**src/rtl/multicycle_ctrl_if.sv**
```systemverilog
// multicycle_ctrl_if: datapath handshake and control bundle for the
// multicycle controller. The master side drives run/opcode/flags/mem_ready,
// and the slave side (the controller) drives pc, strobes and datapath controls.
interface multicycle_ctrl_if;
  logic        run;
  logic [1:0]  opcode;
  logic        zero;
  logic [15:0] imm;
  logic        mem_ready;
  logic [15:0] pc;
  logic        ir_load;
  logic        RegDst;
  logic        AluSrc;
  logic        MemToReg;
  logic        RegWrite;
  logic        MemRead;
  logic        MemWrite;
  logic [1:0]  AluOp;
  logic [2:0]  state;
  logic        instr_done;
  logic [15:0] instr_count;

  modport master (
    output run, opcode, zero, imm, mem_ready,
    input  pc, ir_load, RegDst, AluSrc, MemToReg, RegWrite, MemRead, MemWrite,
    input  AluOp, state, instr_done, instr_count
  );

  modport slave (
    input  run, opcode, zero, imm, mem_ready,
    output pc, ir_load, RegDst, AluSrc, MemToReg, RegWrite, MemRead, MemWrite,
    output AluOp, state, instr_done, instr_count
  );
endinterface

```
**src/rtl/multicycle_ctrl.sv**
```systemverilog
// multicycle_ctrl: FETCH/DECODE/EXEC/MEM/WB control FSM for a small
// multicycle datapath, with program counter and retired-instruction counter.
// Optional feature macro: MC_BRANCH_EN -- when defined, BEQ takes the branch
// (pc += imm) on zero=1; when undefined, opcode 11 retires as a NOP.
// Datapath controls, state, pc, count and instr_done are all registers.
// ir_load is the one exception: it marks the FETCH cycle in which memory
// answers, so it is the registered FETCH state qualified by mem_ready.
module multicycle_ctrl #(
  parameter logic [15:0] PC_RESET = 16'd10,
  parameter logic [15:0] PC_STEP  = 16'd2
) (
  input logic              clk,
  input logic              reset,
  multicycle_ctrl_if.slave bus
);

  typedef enum logic [2:0] {
    IDLE   = 3'd0,
    FETCH  = 3'd1,
    DECODE = 3'd2,
    EXEC   = 3'd3,
    MEM    = 3'd4,
    WB     = 3'd5
  } stateT;

  typedef struct packed {
    logic       regDst;
    logic       aluSrc;
    logic       memToReg;
    logic       regWrite;
    logic       memRead;
    logic       memWrite;
    logic [1:0] aluOp;
  } ctrlT;

  localparam logic [1:0] OP_R   = 2'b00;
  localparam logic [1:0] OP_LW  = 2'b01;
  localparam logic [1:0] OP_SW  = 2'b10;
  localparam logic [1:0] OP_BEQ = 2'b11;
  localparam ctrlT       CTRL_OFF = ctrlT'(8'h00);

  stateT       state_r, stateNext_s;
  logic [1:0]  op_r, opNext_s;
  logic [15:0] pc_r, pcNext_s;
  logic [15:0] count_r, countNext_s;
  logic        retire_s;
  logic        irLoad_s;
  logic        done_r;
  ctrlT        ctrl_r;

`ifndef MC_BRANCH_EN
  // Branch operands only matter when branches are built in.
  logic unusedBranch_s;
  assign unusedBranch_s = ^{bus.zero, bus.imm};
`endif

  // Control values that belong to a given state and latched opcode.
  function automatic ctrlT decodeCtrl(input stateT s, input logic [1:0] op);
    ctrlT c;
    c = CTRL_OFF;
    case (s)
      FETCH: c.memRead = 1'b1;
      EXEC: begin
        case (op)
          OP_R:         c.aluOp = 2'b10;
          OP_LW, OP_SW: c.aluSrc = 1'b1;
`ifdef MC_BRANCH_EN
          OP_BEQ:       c.aluOp = 2'b01;
`else
          OP_BEQ:       c = CTRL_OFF;
`endif
          default:      c = CTRL_OFF;
        endcase
      end
      MEM: begin
        if (op == OP_LW) begin
          c.memRead = 1'b1;
        end else if (op == OP_SW) begin
          c.memWrite = 1'b1;
        end else begin
          c = CTRL_OFF;
        end
      end
      WB: begin
        c.regWrite = 1'b1;
        if (op == OP_R) begin
          c.regDst = 1'b1;
        end else begin
          c.memToReg = 1'b1;
        end
      end
      default: c = CTRL_OFF;
    endcase
    return c;
  endfunction

  // Next state, opcode latch, pc and retire decisions.
  always_comb begin
    stateNext_s = state_r;
    opNext_s    = op_r;
    pcNext_s    = pc_r;
    countNext_s = count_r;
    retire_s    = 1'b0;
    irLoad_s    = 1'b0;
    case (state_r)
      IDLE: begin
        if (bus.run) begin
          stateNext_s = FETCH;
        end else begin
          stateNext_s = IDLE;
        end
      end
      FETCH: begin
        if (bus.mem_ready) begin
          irLoad_s    = 1'b1;
          pcNext_s    = pc_r + PC_STEP;
          stateNext_s = DECODE;
        end else begin
          stateNext_s = FETCH;
        end
      end
      DECODE: begin
        opNext_s    = bus.opcode;
        stateNext_s = EXEC;
      end
      EXEC: begin
        case (op_r)
          OP_R:         stateNext_s = WB;
          OP_LW, OP_SW: stateNext_s = MEM;
          OP_BEQ: begin
`ifdef MC_BRANCH_EN
            if (bus.zero) begin
              pcNext_s = pc_r + bus.imm;
            end else begin
              pcNext_s = pc_r;
            end
`endif
            retire_s = 1'b1;
          end
          default: stateNext_s = IDLE;
        endcase
      end
      MEM: begin
        if (bus.mem_ready) begin
          if (op_r == OP_LW) begin
            stateNext_s = WB;
          end else begin
            retire_s = 1'b1;
          end
        end else begin
          stateNext_s = MEM;
        end
      end
      WB: retire_s = 1'b1;
      default: stateNext_s = IDLE;
    endcase
    // A retiring instruction bumps the counter and either continues or parks.
    if (retire_s) begin
      countNext_s = count_r + 16'd1;
      if (bus.run) begin
        stateNext_s = FETCH;
      end else begin
        stateNext_s = IDLE;
      end
    end else begin
      countNext_s = count_r;
    end
  end

  // State, pc, counter and registered controls; reset abandons any instruction.
  always_ff @(posedge clk or posedge reset) begin
    if (reset) begin
      state_r <= IDLE;
      op_r    <= OP_R;
      pc_r    <= PC_RESET;
      count_r <= 16'd0;
      done_r  <= 1'b0;
      ctrl_r  <= CTRL_OFF;
    end else begin
      state_r <= stateNext_s;
      op_r    <= opNext_s;
      pc_r    <= pcNext_s;
      count_r <= countNext_s;
      done_r  <= retire_s;
      ctrl_r  <= decodeCtrl(stateNext_s, opNext_s);
    end
  end

  assign bus.state       = state_r;
  assign bus.pc          = pc_r;
  assign bus.instr_count = count_r;
  assign bus.instr_done  = done_r;
  assign bus.ir_load     = irLoad_s;
  assign bus.RegDst      = ctrl_r.regDst;
  assign bus.AluSrc      = ctrl_r.aluSrc;
  assign bus.MemToReg    = ctrl_r.memToReg;
  assign bus.RegWrite    = ctrl_r.regWrite;
  assign bus.MemRead     = ctrl_r.memRead;
  assign bus.MemWrite    = ctrl_r.memWrite;
  assign bus.AluOp       = ctrl_r.aluOp;

endmodule

```
**src/flat_wrapper.sv**
```systemverilog
// flat-port wrapper written by rule: the top's interface ports become plain ports
module multicycle_ctrl_flat 
#(
  parameter logic [15:0] PC_RESET = 16'd10,
  parameter logic [15:0] PC_STEP  = 16'd2
)
  (clk, reset, bus_run, bus_opcode, bus_zero, bus_imm, bus_mem_ready, bus_pc, bus_ir_load, bus_RegDst, bus_AluSrc, bus_MemToReg, bus_RegWrite, bus_MemRead, bus_MemWrite, bus_AluOp, bus_state, bus_instr_done, bus_instr_count);
  multicycle_ctrl_if bus_i ();
  input logic clk;
  input logic reset;
  input wire logic [$bits(bus_i.run)-1:0] bus_run;
  input wire logic [$bits(bus_i.opcode)-1:0] bus_opcode;
  input wire logic [$bits(bus_i.zero)-1:0] bus_zero;
  input wire logic [$bits(bus_i.imm)-1:0] bus_imm;
  input wire logic [$bits(bus_i.mem_ready)-1:0] bus_mem_ready;
  output wire logic [$bits(bus_i.pc)-1:0] bus_pc;
  output wire logic [$bits(bus_i.ir_load)-1:0] bus_ir_load;
  output wire logic [$bits(bus_i.RegDst)-1:0] bus_RegDst;
  output wire logic [$bits(bus_i.AluSrc)-1:0] bus_AluSrc;
  output wire logic [$bits(bus_i.MemToReg)-1:0] bus_MemToReg;
  output wire logic [$bits(bus_i.RegWrite)-1:0] bus_RegWrite;
  output wire logic [$bits(bus_i.MemRead)-1:0] bus_MemRead;
  output wire logic [$bits(bus_i.MemWrite)-1:0] bus_MemWrite;
  output wire logic [$bits(bus_i.AluOp)-1:0] bus_AluOp;
  output wire logic [$bits(bus_i.state)-1:0] bus_state;
  output wire logic [$bits(bus_i.instr_done)-1:0] bus_instr_done;
  output wire logic [$bits(bus_i.instr_count)-1:0] bus_instr_count;
  assign bus_i.run = bus_run;
  assign bus_i.opcode = bus_opcode;
  assign bus_i.zero = bus_zero;
  assign bus_i.imm = bus_imm;
  assign bus_i.mem_ready = bus_mem_ready;
  assign bus_pc = bus_i.pc;
  assign bus_ir_load = bus_i.ir_load;
  assign bus_RegDst = bus_i.RegDst;
  assign bus_AluSrc = bus_i.AluSrc;
  assign bus_MemToReg = bus_i.MemToReg;
  assign bus_RegWrite = bus_i.RegWrite;
  assign bus_MemRead = bus_i.MemRead;
  assign bus_MemWrite = bus_i.MemWrite;
  assign bus_AluOp = bus_i.AluOp;
  assign bus_state = bus_i.state;
  assign bus_instr_done = bus_i.instr_done;
  assign bus_instr_count = bus_i.instr_count;
  multicycle_ctrl #(.PC_RESET(PC_RESET), .PC_STEP(PC_STEP)) u_core (.clk(clk), .reset(reset), .bus(bus_i));
endmodule
```
**config.mk**
```make
export PLATFORM = sky130hd
export DESIGN_NAME = multicycle_ctrl_flat
export DESIGN_NICKNAME = d
export VERILOG_FILES = /design/src/rtl/multicycle_ctrl_if.sv /design/src/rtl/multicycle_ctrl.sv /design/src/flat_wrapper.sv
export SDC_FILE = /design/constraint.sdc
export NUM_CORES = 1
export LEC_CHECK = 0
export ABC_AREA = 0
export ABC_CLOCK_PERIOD_IN_PS = 2150
export CAP_MARGIN = 30
export CORE_MARGIN = 4
export CORE_UTILIZATION = 35
export CTS_BUF_LIST = sky130_fd_sc_hd__clkbuf_16
export DETAILED_ROUTE_END_ITERATION = 10
export REMOVE_ABC_BUFFERS = 1
export SLEW_MARGIN = 25
export SYNTH_ARGS = -nofsm -noshare
export SYNTH_HDL_FRONTEND = slang
export SYNTH_SLANG_ARGS = --single-unit
```
**constraint.sdc**
```tcl
create_clock -name clk -period 2.15 [get_ports clk]
set_input_delay 0.215 -clock clk [delete_from_list [all_inputs] [get_ports clk]]
set_output_delay 0.215 -clock clk [all_outputs]
set_load 0.05 [all_outputs]
```
==> impl_metrics.toml, run 1 <==
[outcome]
status = "completed"

[route]
wl_per_cell_um = 12.2
drc = 0
routed_wirelength_um = 3720
drt_pass1_iterations = 4
drt-vias-per-instance = 4.52
drt_iter0_markers = 36
vias = 1375
ant_nets = 0

[worst_setup_path]
end_kind = "output port"
r2r_slack_ns = 0.38
path_max_fanout = 4
worstSetupPathDepth = 1
reg2reg_depth = 5
crit_path_max_incr_delay_ns = 0.81
start_kind = "flop"
critical_path_class = "flop to output port"
cp_cell_sequence = "clkdlybuf4s50_1"
cpMaxStageDelayCell = "clkdlybuf4s50_1"
cp_data_arrival_time_ns = 1.64
cp.buffers_inverters = 1
crit_family = "buffers and inverters"
critPathRequiredTime_ns = 1.93

[job]
maxCapViolCount = 0

[sta]
period_needed_ns = 1.86
skew_ns = 0.00183
slew_violations = 0
fin_setup_tns_ns = 0
finalSetupViolCount = 0
tightest_slew_ns = 0.759
fmaxAchievable_mhz = 538
rsz0062_at_grt = "false"
finalCritPeriodShare_pct = 86.5
relSlewSlack_pct = 49.1
finalHoldViolCount = 0

[synthesis]
synth_top_area_share_pct = 52.3
syn_avg_cell_area_um2 = 11.5
synth_top_family_by_area = "simple AND/OR/NAND/NOR gates"
yosysTopAreaCell = "dfrtp_1"
synth_compound_area_share_pct = 4.48
ys_warn_count = 0
ys_seq_elements = 44
yosys-top-cells-area = "dfrtp_1, xnor2_1, xor2_1, ha_1, dfstp_2"
netlist_area_um2 = 2010
ys_seq_area_share_pct = 54.9
yosys.area_share.simple_pct = 17.4
yosys.cell_types.count = 42
syn_inst = 174
synth_mux_area_share_pct = 3.24
synth_adder_area_share_pct = 3.11
yosys.area_share.xor_xnor_pct = 12.6

[global_route]
grt_max_degree = 23
track_usage_pct = 11.3
antenna_found_initial = 0
grt_pass1_wl_um = 6420
grt_overflow = 0
grt_pass1_vias = 1374

[clock_tree]
hold_buffers = 0
postCtsSetupBuffers = 0
clock_sinks = 44
clk_latency_ns = 0.27
cts_made_buffers = 5
cts-root-buf = "clkbuf_16"
cts-resized-gates = 0
clockBufferDepth = 2
clkTransAtPathRegs_ns = 0.06
cts_tree = "yes"
htree_levels = 2

[final_layout]
multi_input_area_um2 = 830
drive_above_1_share_pct = 11.2
layout_common_cells = "clkdlybuf4s50_1, dfrtp_1, xnor2_1"
regArea_um2 = 1100
n_antenna_cell = 0
fillCellCount = 517
area_growth_pct = 36.0
layout_commonest_cell = "clkdlybuf4s50_1"
fin_nets = 259

[power]
p_int_mw = 2.07
combinationalPowerShare_pct = 45.7
switching_share_pct = 41.9
p_total_mw = 3.56
total_leakage_power_nw = 1.22
p_per_area_nw_per_um2 = 1300
power_switching_mw = 1.49
clkPwrFrac_pct = 19.5
ir_drop_mv = 0.798
power_frac_seq_pct = 34.8

[floorplan]
core-area_um2 = 5540
initial_core_util_pct = 36.3
die_y_um = 83.8
fp.dieW_um = 83.8
placementRows = 27
ios = 68
dieArea_um2 = 7020

[placement]
place.gp.congestion = 0.711
dp_hpwl_um = 2810
numPortBuffers = 48

[hold_path]
hold_path_class = "input pin to asynchronous set/reset pin"
==> layer usage <==
| layer | routed length, um | part of all wire (%) | up-vias | global-route usage, % |
|---|---|---|---|---|
| li1 | - | - | 696 | - |
| met3 | 198 | 5.3 | 6 | 3.06 |
| met1 | 1760 | 47 | 638 | 14.3 |
| met4 | 53 | 1.4 | 0 | 4.39 |
| met5 | 0 | 0 | - | 0 |
| met2 | 1710 | 46 | 35 | 18.3 |
==> power groups by stage <==
stage	Combinational (mW)	Clock, mW	Sequential, mW
finish	1.63	0.695	1.24
global route	1.74	0.753	1.28
CTS	1.66	0.722	1.24
detailed placement	1.65	0	1.25
global placement	1.63	0	1.25
floorplan	0.566	0	1.77
==> area by class of cell <==
type / instances / share of cell area, %
Clock buffer: 5 / 4.58
Clock inverter: 3 / 0.412
Inverter: 10 / 1.37
Multi-Input combinational cell: 116 / 30.4
Sequential cell: 44 / 40.4
Tap cell: 72 / 3.30
Timing Repair Buffer: 54 / 19.6
==> cells in the mapped netlist, drive strengths merged <==
library cell and number:
nor2b 1, nand3 7, conb 1, xnor2 16, or2 2, xor2 13
dfrtp 42, dfstp 2, nand2b 4, o211ai 1, nand2 14, nor4 1
a2111oi 1, o2111ai 1, mux2 2, nor2 12, ha 5, buf 5
and4b 1, nor3 7, and4 1, o21ba 1, a21o 1, o22ai 1
a21oi 1, a31oi 3, nand4b 1, nor3b 2, inv 10, and4bb 1
nand4 4, and3 2, mux2i 3, a21boi 1, and2 2, or2b 2
==> cell families (layout without fill, tap and decap cells) <==
family | count (synthesis) | in the layout
buffers and inverters | 15 | 72
AND/OR/NAND/NOR | 64 | 64
adder cells (fa/ha/maj) | 5 | 5
flip-flops | 44 | 44
XOR/XNOR | 29 | 29
AO/OA/AOI/OAI | 11 | 11
other | 1 | 2
multiplexers | 5 | 5
==> worst paths after layout <==
| kind | to | start |
|---|---|---|
| setup reg to reg | u_core.bus.MemRead$_DFF_PP0_ | u_core.bus.state[2]$_DFF_PP0_ |
| min in group clk | u_core.bus.instr_count[15]$_DFFE_PP0P_ | u_core.bus.instr_count[15]$_DFFE_PP0P_ |
| max in group asynchronous | u_core.bus.pc[3]$_DFFE_PP1P_ | reset |
| hold / removal | u_core.bus.pc[9]$_DFFE_PP0P_ | reset |
| setup / recovery | bus_pc[1] | u_core.bus.pc[1]$_DFFE_PP1P_ |
| hold reg to reg | u_core.bus.instr_count[15]$_DFFE_PP0P_ | u_core.bus.instr_count[15]$_DFFE_PP0P_ |
==> registers in the layout (all words and copies together) (netlist names) <==
register,flops
u_core.bus.MemToReg,1
u_core.bus.instr_count,16
u_core.bus.pc,15
u_core.op_r,2
u_core.bus.instr_done,1
u_core.bus.AluSrc,1
u_core.bus.MemWrite,1
u_core.bus.RegWrite,1
u_core.bus.AluOp,1
u_core.bus.RegDst,1
u_core.bus.MemRead,1
u_core.bus.state,3
==> through the flow <==
| stage | hold slack (ns) | setup WS (ns) | area [um2] | cells | util [%] |
|---|---|---|---|---|---|
| global placement | 0.458 | 0.269 | 2600 | 296 | 46.9 |
| finish | 0.286 | 0.290 | 2730 | 304 | 49.3 |
| detailed placement | 0.462 | 0.274 | 2600 | 296 | 46.9 |
| floorplan | 0.366 | 0.0582 | 1970 | 170 | - |
| global route | 0.370 | 0.220 | 2730 | 304 | 49.3 |
| CTS | 0.320 | 0.279 | 2730 | 304 | 49.3 |
(Power assumes the default switching activity.)
==> run 2: changes to the inputs <==
--- a/config.mk
+++ b/config.mk
@@ -12,6 +12,7 @@
 export CORE_UTILIZATION = 35
 export CTS_BUF_LIST = sky130_fd_sc_hd__clkbuf_16
 export DETAILED_ROUTE_END_ITERATION = 10
+export PLACE_DENSITY = 0.74
 export REMOVE_ABC_BUFFERS = 1
 export SLEW_MARGIN = 25
 export SYNTH_ARGS = -nofsm -noshare
==> run 2 against run 1 <==
Effect of this change:
- final cell count fell by 0.66%
- wire length grew 3.1%
- sequential power hardly changed
- global-route usage grew 0.65 points
- maximum frequency decreased by 0.30%
- via count is 1.6% higher
- critical path type unchanged
- critical endpoint unchanged
- largest power group unchanged
==> impl_metrics.toml, run 2 (synthesis results as in run 1) <==
[final_layout]
layout_common_cells = "clkdlybuf4s50_1, dfrtp_1, xnor2_1"
layout_commonest_cell = "clkdlybuf4s50_1"
largest_reg_flops = 16
area_growth_pct = 35.9
fin_area_um2 = 2730
fin_nets = 257
drive_above_1_share_pct = 10.9
n_antenna_cell = 0
fin_util_pct = 49.3

[worst_setup_path]
cp.buffers_inverters = 1
cpMaxStageDelayCell = "clkdlybuf4s50_1"
crit_path_start = "u_core.bus.pc[1]$_DFFE_PP1P_"
start_kind = "flop"
rr_startpoint = "u_core.bus.instr_count[3]$_DFFE_PP0P_"
reg2reg_depth = 5
cp_cell_sequence = "clkdlybuf4s50_1"
r2r_slack_ns = 0.36
critical_path_class = "flop to output port"
r2r_end = "u_core.bus.instr_count[15]$_DFFE_PP0P_"
critPathRequiredTime_ns = 1.93
end_kind = "output port"
path_max_fanout = 4
crit_family = "buffers and inverters"
crit_path_max_incr_delay_ns = 0.82
cp_data_arrival_time_ns = 1.65

[global_route]
track_usage_pct = 11.9
grt_max_degree = 25
antenna_found_initial = 0
grt_overflow = 0
grt_pass1_vias = 1458
grt_pass1_wl_um = 6910

[clock_tree]
hold_buffers = 0
htree_levels = 2
clkTransAtPathRegs_ns = 0.06
postCtsSetupBuffers = 0
clockBufferDepth = 2
cts_tree = "yes"
cts-resized-gates = 0
cts_made_buffers = 5
cts-root-buf = "clkbuf_16"
clock_sinks = 44
clk_latency_ns = 0.27

[floorplan]
die_y_um = 83.8
initial_core_util_pct = 36.3
fp.dieW_um = 83.8
placementRows = 27
dieArea_um2 = 7020
ios = 68
core-area_um2 = 5540

[power]
total_leakage_power_nw = 1.22
p_per_area_nw_per_um2 = 1310
p_total_mw = 3.57
ir_drop_mv = 0.795

[route]
drt-vias-per-instance = 4.63
wl_per_cell_um = 12.7
routed_wirelength_um = 3840
drt_pass1_iterations = 6
ant_nets = 0
vias = 1397
drt_iter0_markers = 73
drc = 0

[hold_path]
hold_path_class = "input pin to asynchronous set/reset pin"

[placement]
dp_hpwl_um = 2850
place.gp.congestion = 0.737
dpl_cell_area_um2 = 2590
numPortBuffers = 48

[sta]
period_needed_ns = 1.87
fmaxAchievable_mhz = 536
rsz0062_at_grt = "false"
relSlewSlack_pct = 47.3
slew_violations = 0
fin_setup_tns_ns = 0
finalCritPeriodShare_pct = 86.8
skew_ns = 0.00265
finalHoldViolCount = 0
finalSetupViolCount = 0
tightest_slew_ns = 0.785

[outcome]
status = "completed"

[job]
maxCapViolCount = 0
-- run 2: how the worst max path moves through the flow --
stage | end | slack (ns) | cells past startpoint
after floorplan | u_core.bus.pc[14]$_DFFE_PP0P_ | 0.06 | 5
after global placement | u_core.bus.MemRead$_DFF_PP0_ | 0.29 | 5
after detailed placement | u_core.bus.MemRead$_DFF_PP0_ | 0.27 | 5
after CTS | bus_pc[1] | 0.27 | 1
after global routing | u_core.bus.instr_count[15]$_DFFE_PP0P_ | 0.15 | 5
final | bus_pc[1] | 0.28 | 1
-- run 2: where the power goes --
| part | switching, mW | leakage [nW] | total [mW] | internal (mW) |
|---|---|---|---|---|
| combinational | 1.01 | 0.574 | 1.64 | 0.627 |
| clock | 0.277 | 0.0762 | 0.696 | 0.419 |
| sequential | 0.211 | 0.570 | 1.24 | 1.03 |
| total | 1.50 | 1.22 | 3.57 | 2.07 |
-- run 2: stage by stage --
| stage | hold WS [ns] | worst slack, ns | cells |
|---|---|---|---|
| floorplan | 0.366 | 0.0582 | 170 |
| global placement | 0.455 | 0.289 | 294 |
| detailed placement | 0.462 | 0.266 | 294 |
| CTS | 0.322 | 0.268 | 302 |
| global route | 0.354 | 0.153 | 302 |
| finish | 0.298 | 0.284 | 302 |
-- run 2: layer usage --
layer | vias to the layer above | GRT usage (%) | wire length (um)
li1 | 684 | - | -
met1 | 676 | 15.0 | 1760
met2 | 33 | 19.5 | 1840
met3 | 4 | 4.05 | 203
met4 | 0 | 3.51 | 29
met5 | - | 0 | 0
-- run 2: cell type report --
cell class	instances	area (um2)
repair buffers	52	533
inverters	10	37.5
well taps	72	90.1
clock buffers	5	125
clock inverters	3	12.5
fillers	520	2810
flip-flops and latches	44	1100
multi-input cells	116	830
-- run 2: worst reg2reg max path, cell delays in order (launching register included) --
cell and delay (ns):
dfrtp_1 0.42, nand3_1 0.20, nor4_1 0.51, nand3_1 0.17, nor3_1 0.24, xor2_1 0.17
